<file path="src/rtl/fold_tap_sequencer_if.sv">
// fold_tap_sequencer_if: sample handshake and tap-RAM / coefficient bus.
// Ports: datain/datavalid in; ready/overrun, ram_*, coef_addr, first/last_tap out.
interface fold_tap_sequencer_if #(
   parameter int WIDTH   = 16,
   parameter int LOGTAPS = 3
);
   logic [WIDTH-1:0]   datain;
   logic               datavalid;
   logic               ready;
   logic               overrun;
   logic               ram_we;
   logic [LOGTAPS-1:0] ram_waddr;
   logic [WIDTH-1:0]   ram_di;
   logic               ram_rd;
   logic [LOGTAPS-1:0] ram_raddr;
   logic [LOGTAPS-1:0] coef_addr;
   logic               first_tap;
   logic               last_tap;

   modport master (
      output datain, datavalid,
      input  ready, overrun, ram_we, ram_waddr, ram_di,
      input  ram_rd, ram_raddr, coef_addr, first_tap, last_tap
   );

   modport slave (
      input  datain, datavalid,
      output ready, overrun, ram_we, ram_waddr, ram_di,
      output ram_rd, ram_raddr, coef_addr, first_tap, last_tap
   );
endinterface

</file>
<file path="src/rtl/fold_tap_sequencer.sv">
// fold_tap_sequencer: circular tap-buffer writer and newest-to-oldest scanner.
// Ports: clk, nGrst (async), rst (sync), clkEn; bus = fold_tap_sequencer_if.slave.
module fold_tap_sequencer #(
   parameter int TAPS    = 8,
   parameter int LOGTAPS = 3,
   parameter int WIDTH   = 16,
   parameter int RAM_LAT = 1
) (
   input  logic clk,
   input  logic nGrst,
   input  logic rst,
   input  logic clkEn,
   fold_tap_sequencer_if.slave bus
);

   typedef enum logic [1:0] {INIT, IDLE, SCAN} state_t;

   localparam logic [LOGTAPS-1:0] LAST = LOGTAPS'(TAPS - 1);

   state_t             state;
   logic [LOGTAPS-1:0] wr_ptr;
   logic [LOGTAPS-1:0] init_cnt;
   logic [LOGTAPS-1:0] sp;
   logic [LOGTAPS-1:0] cc;
   logic               ready_r;
   logic               ovr_r;
   logic               we_r;
   logic               rd_r;
   logic               first_s;
   logic               last_s;
   logic [LOGTAPS-1:0] waddr_r;
   logic [LOGTAPS-1:0] raddr_r;
   logic [LOGTAPS-1:0] coef_r;
   logic [WIDTH-1:0]   di_r;
   logic [RAM_LAT-1:0] first_d;
   logic [RAM_LAT-1:0] last_d;

   // State names the action taken at the next enabled edge;
   // all outputs are registered from that action.
   always_ff @(posedge clk or negedge nGrst) begin
      if (!nGrst) begin
         state    <= INIT;
         wr_ptr   <= '0;
         init_cnt <= '0;
         sp       <= '0;
         cc       <= '0;
         ready_r  <= 1'b0;
         ovr_r    <= 1'b0;
         we_r     <= 1'b0;
         rd_r     <= 1'b0;
         first_s  <= 1'b0;
         last_s   <= 1'b0;
         waddr_r  <= '0;
         raddr_r  <= '0;
         coef_r   <= '0;
         di_r     <= '0;
         first_d  <= '0;
         last_d   <= '0;
      end else if (rst) begin
         state    <= INIT;
         wr_ptr   <= '0;
         init_cnt <= '0;
         sp       <= '0;
         cc       <= '0;
         ready_r  <= 1'b0;
         ovr_r    <= 1'b0;
         we_r     <= 1'b0;
         rd_r     <= 1'b0;
         first_s  <= 1'b0;
         last_s   <= 1'b0;
         waddr_r  <= '0;
         raddr_r  <= '0;
         coef_r   <= '0;
         di_r     <= '0;
         first_d  <= '0;
         last_d   <= '0;
      end else if (clkEn) begin
         ovr_r   <= bus.datavalid & ~ready_r;
         // Markers ride alongside RAM read latency.
         first_d <= RAM_LAT'({first_d, first_s});
         last_d  <= RAM_LAT'({last_d, last_s});
         unique case (state)
            INIT: begin
               we_r    <= 1'b1;
               di_r    <= '0;
               waddr_r <= init_cnt;
               ready_r <= 1'b0;
               if (init_cnt == LAST) begin
                  init_cnt <= '0;
                  state    <= IDLE;
               end else begin
                  init_cnt <= init_cnt + 1'b1;
               end
            end
            IDLE: begin
               rd_r    <= 1'b0;
               first_s <= 1'b0;
               last_s  <= 1'b0;
               if (ready_r && bus.datavalid) begin
                  ready_r <= 1'b0;
                  we_r    <= 1'b1;
                  waddr_r <= wr_ptr;
                  di_r    <= bus.datain;
                  sp      <= wr_ptr;
                  cc      <= '0;
                  state   <= SCAN;
               end else begin
                  we_r    <= 1'b0;
                  ready_r <= 1'b1;
               end
            end
            SCAN: begin
               we_r    <= 1'b0;
               rd_r    <= 1'b1;
               raddr_r <= sp;
               coef_r  <= cc;
               first_s <= (cc == '0);
               last_s  <= (cc == LAST);
               sp      <= (sp == '0) ? LAST : sp - 1'b1;
               cc      <= cc + 1'b1;
               if (cc == LAST) begin
                  wr_ptr <= (wr_ptr == LAST) ? '0 : wr_ptr + 1'b1;
                  state  <= IDLE;
               end
            end
            default: state <= INIT;
         endcase
      end
   end

   assign bus.ready     = ready_r;
   assign bus.overrun   = ovr_r & clkEn;
   assign bus.ram_we    = we_r & clkEn;
   assign bus.ram_waddr = waddr_r;
   assign bus.ram_di    = di_r;
   assign bus.ram_rd    = rd_r & clkEn;
   assign bus.ram_raddr = raddr_r;
   assign bus.coef_addr = coef_r;
   assign bus.first_tap = first_d[RAM_LAT-1];
   assign bus.last_tap  = last_d[RAM_LAT-1];

endmodule

</file>
<file path="src/flat_wrapper.sv">
// flat-port wrapper written by rule: the top's interface ports become plain ports
module fold_tap_sequencer_flat 
#(
   parameter int TAPS    = 8,
   parameter int LOGTAPS = 3,
   parameter int WIDTH   = 16,
   parameter int RAM_LAT = 1
)
  (clk, nGrst, rst, clkEn, bus_datain, bus_datavalid, bus_ready, bus_overrun, bus_ram_we, bus_ram_waddr, bus_ram_di, bus_ram_rd, bus_ram_raddr, bus_coef_addr, bus_first_tap, bus_last_tap);
  fold_tap_sequencer_if #(.WIDTH(WIDTH), .LOGTAPS(LOGTAPS)) bus_i ();
  input  logic clk;
  input  logic nGrst;
  input  logic rst;
  input  logic clkEn;
  input wire logic [$bits(bus_i.datain)-1:0] bus_datain;
  input wire logic [$bits(bus_i.datavalid)-1:0] bus_datavalid;
  output wire logic [$bits(bus_i.ready)-1:0] bus_ready;
  output wire logic [$bits(bus_i.overrun)-1:0] bus_overrun;
  output wire logic [$bits(bus_i.ram_we)-1:0] bus_ram_we;
  output wire logic [$bits(bus_i.ram_waddr)-1:0] bus_ram_waddr;
  output wire logic [$bits(bus_i.ram_di)-1:0] bus_ram_di;
  output wire logic [$bits(bus_i.ram_rd)-1:0] bus_ram_rd;
  output wire logic [$bits(bus_i.ram_raddr)-1:0] bus_ram_raddr;
  output wire logic [$bits(bus_i.coef_addr)-1:0] bus_coef_addr;
  output wire logic [$bits(bus_i.first_tap)-1:0] bus_first_tap;
  output wire logic [$bits(bus_i.last_tap)-1:0] bus_last_tap;
  assign bus_i.datain = bus_datain;
  assign bus_i.datavalid = bus_datavalid;
  assign bus_ready = bus_i.ready;
  assign bus_overrun = bus_i.overrun;
  assign bus_ram_we = bus_i.ram_we;
  assign bus_ram_waddr = bus_i.ram_waddr;
  assign bus_ram_di = bus_i.ram_di;
  assign bus_ram_rd = bus_i.ram_rd;
  assign bus_ram_raddr = bus_i.ram_raddr;
  assign bus_coef_addr = bus_i.coef_addr;
  assign bus_first_tap = bus_i.first_tap;
  assign bus_last_tap = bus_i.last_tap;
  fold_tap_sequencer #(.TAPS(TAPS), .LOGTAPS(LOGTAPS), .WIDTH(WIDTH), .RAM_LAT(RAM_LAT)) u_core (.clk(clk), .nGrst(nGrst), .rst(rst), .clkEn(clkEn), .bus(bus_i));
endmodule
</file>
<file path="config.mk">
export PLATFORM = sky130hd
export DESIGN_NAME = fold_tap_sequencer_flat
export DESIGN_NICKNAME = d
export VERILOG_FILES = /design/src/rtl/fold_tap_sequencer_if.sv /design/src/rtl/fold_tap_sequencer.sv /design/src/flat_wrapper.sv
export SDC_FILE = /design/constraint.sdc
export NUM_CORES = 1
export LEC_CHECK = 0
export CORE_MARGIN = 2
export CORE_UTILIZATION = 55
export DETAILED_ROUTE_END_ITERATION = 7
export GPL_ROUTABILITY_DRIVEN = 0
export PLACE_DENSITY = 0.92
export SYNTH_ARGS = -nofsm -noshare
export SYNTH_HDL_FRONTEND = slang
export SYNTH_SLANG_ARGS = --single-unit
export TNS_END_PERCENT = 20
</file>
<file path="constraint.sdc">
create_clock -name clk -period 4.9 [get_ports clk]
set_clock_uncertainty 0.1 [all_clocks]
set_input_delay 1.47 -clock clk [delete_from_list [all_inputs] [get_ports clk]]
set_output_delay 1.47 -clock clk [all_outputs]
set_load 0.02 [all_outputs]
</file>
==> key figures <==
Pwr
  • Power Internal: just under 0.0008 W
  • P_leak: 1.33 nW
  • Peak supply drop: about 0.00025 V
  • Clock power share: a little under a fifth
  • Final Power: 0.00125 W
  • Comb pwr share: 41.5%
  • Flop pwr share: 40.0%
  • Switch Pwr: 0.000474 W
  • Sw Share: a little under two fifths
  • Pwr/cell area: ~400 nW/um2

STA
  • Worst-margin pin slew: 1.06 ns
  • Fin. max-slew vios: 0
  • Fmax achieved: approximately 0.23 GHz
  • Hold WS: roughly 0.38 ns
  • Setup TNS Final: 0 ns
  • Tmin final: 4.32 ns
  • RSZ-0062 raised after global routing: no
  • Final worst slack: between 0.5 and 0.6 ns
  • Final Hold Viols: 0
  • Worst slew margin: approximately 29%
  • Final setup violating endpoints: 0
  • Final worst path period share: about nine tenths

Flow run
  • Max_cap viols: 0

Worst setup path
  • Critical Path Source Type: primary input
  • Cells on worst reg2reg path: 5
  • CP max stage cell: clkdlybuf4s50_1
  • CP cell instances: clkdlybuf4s50_1, and2_1, clkdlybuf4s50_1
  • Worst path max stage delay: about 0.61 ns
  • Critical Path AT: ~2.8 ns
  • Crit-path max FO: 5
  • Setup Crit Path Kind: in2out
  • Worst R2R Setup Slack: 2.52 ns
  • Worst path required time: 3.33 ns
  • Worst path most repeated cell: clkdlybuf4s50_1
  • Crit. End Element: output port

Finish
  • NumNets Final: roughly 330
  • Sequential Area: around 1200 um2
  • Filler cells: around 330
  • Commonest cells after routing, fill and taps aside: 50 x clkdlybuf4s50_1, 47 x dfrtp_1, 42 x nand2_1
  • Number of inserted diodes: 0
  • Commonest non-fill, non-tap cell in the layout: clkdlybuf4s50_1
  • Area growth from synthesis to layout: 23.7%
  • Fraction of layout instances using a drive strength above 1: 14.1%
  • Multi-input logic area: between 1000 and 1500 um2

Routing
  • Routed wl met2: roughly 2.2 mm
  • Wirelength per Cell: 13.9 um
  • Starting DRT DRC Count: 82
  • Routed wl met3: ~340 um
  • Number of iterations in the first detailed-routing pass: 4
  • Remaining DRCs: 0
  • Final wirelength: between 4 and 5 mm
  • Routed vias: between 1500 and 2000
  • Final ANT Viol Nets: 0
  • Routed vias/inst: about 5.4
  • Metal-1 WL: around 2.1 mm
  • Max layer used: met4

Floorplanning
  • Die area: 5000 um2
  • Core area: 4320 um2
  • Std cell rows: 24
  • Die span in x: a little over 70 um
  • Initial Util: ~57%
  • # IOs: 52
  • Die Y: 70.7 um

Synth
  • Post-Synth Simple-Gate Area: 17.1%
  • Post-synth ARST share: between 90% and 100%
  • Syn Nets: 282
  • Post-synthesis mux area share: a little under 5%
  • Seq/Total Area, Yosys: between 40 and 50%
  • Netlist Area Pre-Place: between 2000 and 2500 um2
  • Compound-Gate Fraction of Synth Area: between 15 and 20%
  • Top_reg_cell synth: dfrtp_1
  • Adder-Cell Fraction of Synth Area: approximately 7.7%
  • Post-synthesis cell type count: 38
  • EDFF count, synth: 0
  • Synth Instances: approximately 250
  • Syn_area_per_cell: between 9 and 10 um2
  • Main combinational cell family by area after synthesis: simple AND/OR/NAND/NOR gates
  • Yosys warns: 0
  • Synth Area in XOR/XNOR: 0%
  • Synth Register Bits: 47

Clock tree
  • # resized after CTS: 0
  • Setup Buffers After CTS: 0
  • CTS clk-pin slew, worst paths: 0.08 ns
  • CTS Root Cell: clkbuf_8
  • Worst skew pair latency: ~0.29 ns
  • Max H-tree Level: 2
  • Clk sinks: 47
  • Clock Tree Buf Depth: 2
  • CTS tree: done
  • Hold buffers post-CTS: 0
  • Total CTS buffers: 5

GRT
  • GRT Residual Overflow: 0
  • Initial antenna violation count: 0
  • GRT Total Usage: roughly a fifth
  • Largest net degree at the start of global routing: 48
  • Vias in the first global route: about 1900
  • First-pass GRT wire length: 8.05 mm

Min path
  • Min-Delay Path Class: reg2reg
  • Cell count of the worst hold path: 2

Place
  • Final HPWL DP: 3.25 mm
  • Dpl ws: 0.565 ns
  • IO Port Bufs: 51

Outcome
  • Status: finished, final reports clean
==> sequential cells by signal (all words and copies together), names as in the netlist <==
register,flops
u_core.bus.ready,1
u_core.state,2
u_core.init_cnt,3
u_core.we_r,1
u_core.ovr_r,1
u_core.bus.ram_di,16
u_core.first_s,1
u_core.wr_ptr,3
u_core.bus.last_tap,1
u_core.sp,3
u_core.last_s,1
u_core.bus.ram_raddr,3
u_core.bus.first_tap,1
u_core.bus.ram_waddr,3
u_core.cc,3
u_core.rd_r,1
u_core.bus.coef_addr,3
==> power groups by stage <==
stage	Clock, W	Sequential, W	Combinational, W
2_1_floorplan	0	0.000541	0.000334
3_3_place_gp	0	0.000502	0.000504
3_5_place_dp	0	0.000507	0.000516
4_1_cts	0.000237	0.000499	0.000521
5_1_grt	0.000253	0.000507	0.000569
6_report	0.000231	0.000498	0.000517
==> kinds of logic (layout without fill, tap and decap cells) <==
logic type | count (synthesis) | after routing
buf+inv | 25 | 69
compound gates | 56 | 56
fa+ha+maj | 15 | 15
flops | 47 | 47
mux | 12 | 12
simple gates | 91 | 91
==> synth_stat cells, types with 2 or more instances <==
library cell  instances  area share, %
a21bo_2               2           0.82
a21oi_1              13            2.7
a22oi_1               5            1.5
and2_1                4            1.0
buf_1                 2           0.31
buf_2                 8            1.6
buf_6                 3            1.4
clkbuf_1              3           0.46
dfrtp_1              47             48
ha_1                 15            7.7
inv_1                 8            1.2
mux2i_1              11            4.5
nand2_1              42            6.4
nand2_2               9            2.3
nand2b_1              4            1.0
nand3_1              10            2.0
nor2_1               14            2.1
nor3_1                3           0.61
nor3b_1               2           0.61
o21ai_0               2           0.41
o21ai_1               5            1.0
o21ai_2              15            5.4
o31ai_1               4            1.2
==> routing by layer <==
layer / GRT usage, % / up-vias
met5: 0 / -
met4: 6.50 / 0
met3: 5.13 / 4
met2: 33.7 / 59
met1: 24.6 / 852
li1: - / 924
==> per-stage QoR <==
stage | cells | area, um2 | utilization [%]
4_1_cts | 342 | 3030 | 70.1
6_report | 342 | 3030 | 70.1
5_1_grt | 342 | 3030 | 70.1
2_1_floorplan | 246 | 2450 | -
3_5_place_dp | 335 | 2940 | 68.0
3_3_place_gp | 335 | 2940 | 68.0
==> final timing paths <==
kind                                      start                     to
setup / recovery                          clkEn             bus_ram_rd
hold / removal             u_core.bus.ram_di[1]   u_core.bus.ram_di[1]
setup reg to reg                u_core.state[1]   u_core.bus.ram_di[7]
hold reg to reg            u_core.bus.ram_di[1]   u_core.bus.ram_di[1]
max in group asynchronous                 nGrst        u_core.state[1]
min in group asynchronous                 nGrst  u_core.bus.ram_di[13]
==> critical path: cells and delay by family <==
| family | cells | cell delay [ns] |
|---|---|---|
| buf+inv | 2 | 1.12 |
| simple gates | 1 | 0.15 |
==> final cells by class <==
class | instances | area share [%]
clock buffers | 6 | 2.73
well taps | 52 | 2.15
clock inverters | 1 | 0.165
inverters | 8 | 0.991
repair buffers | 54 | 17.4
flip-flops and latches | 47 | 38.8
multi-input cells | 174 | 37.7
Note: power is estimated with default switching activity, not from simulation.
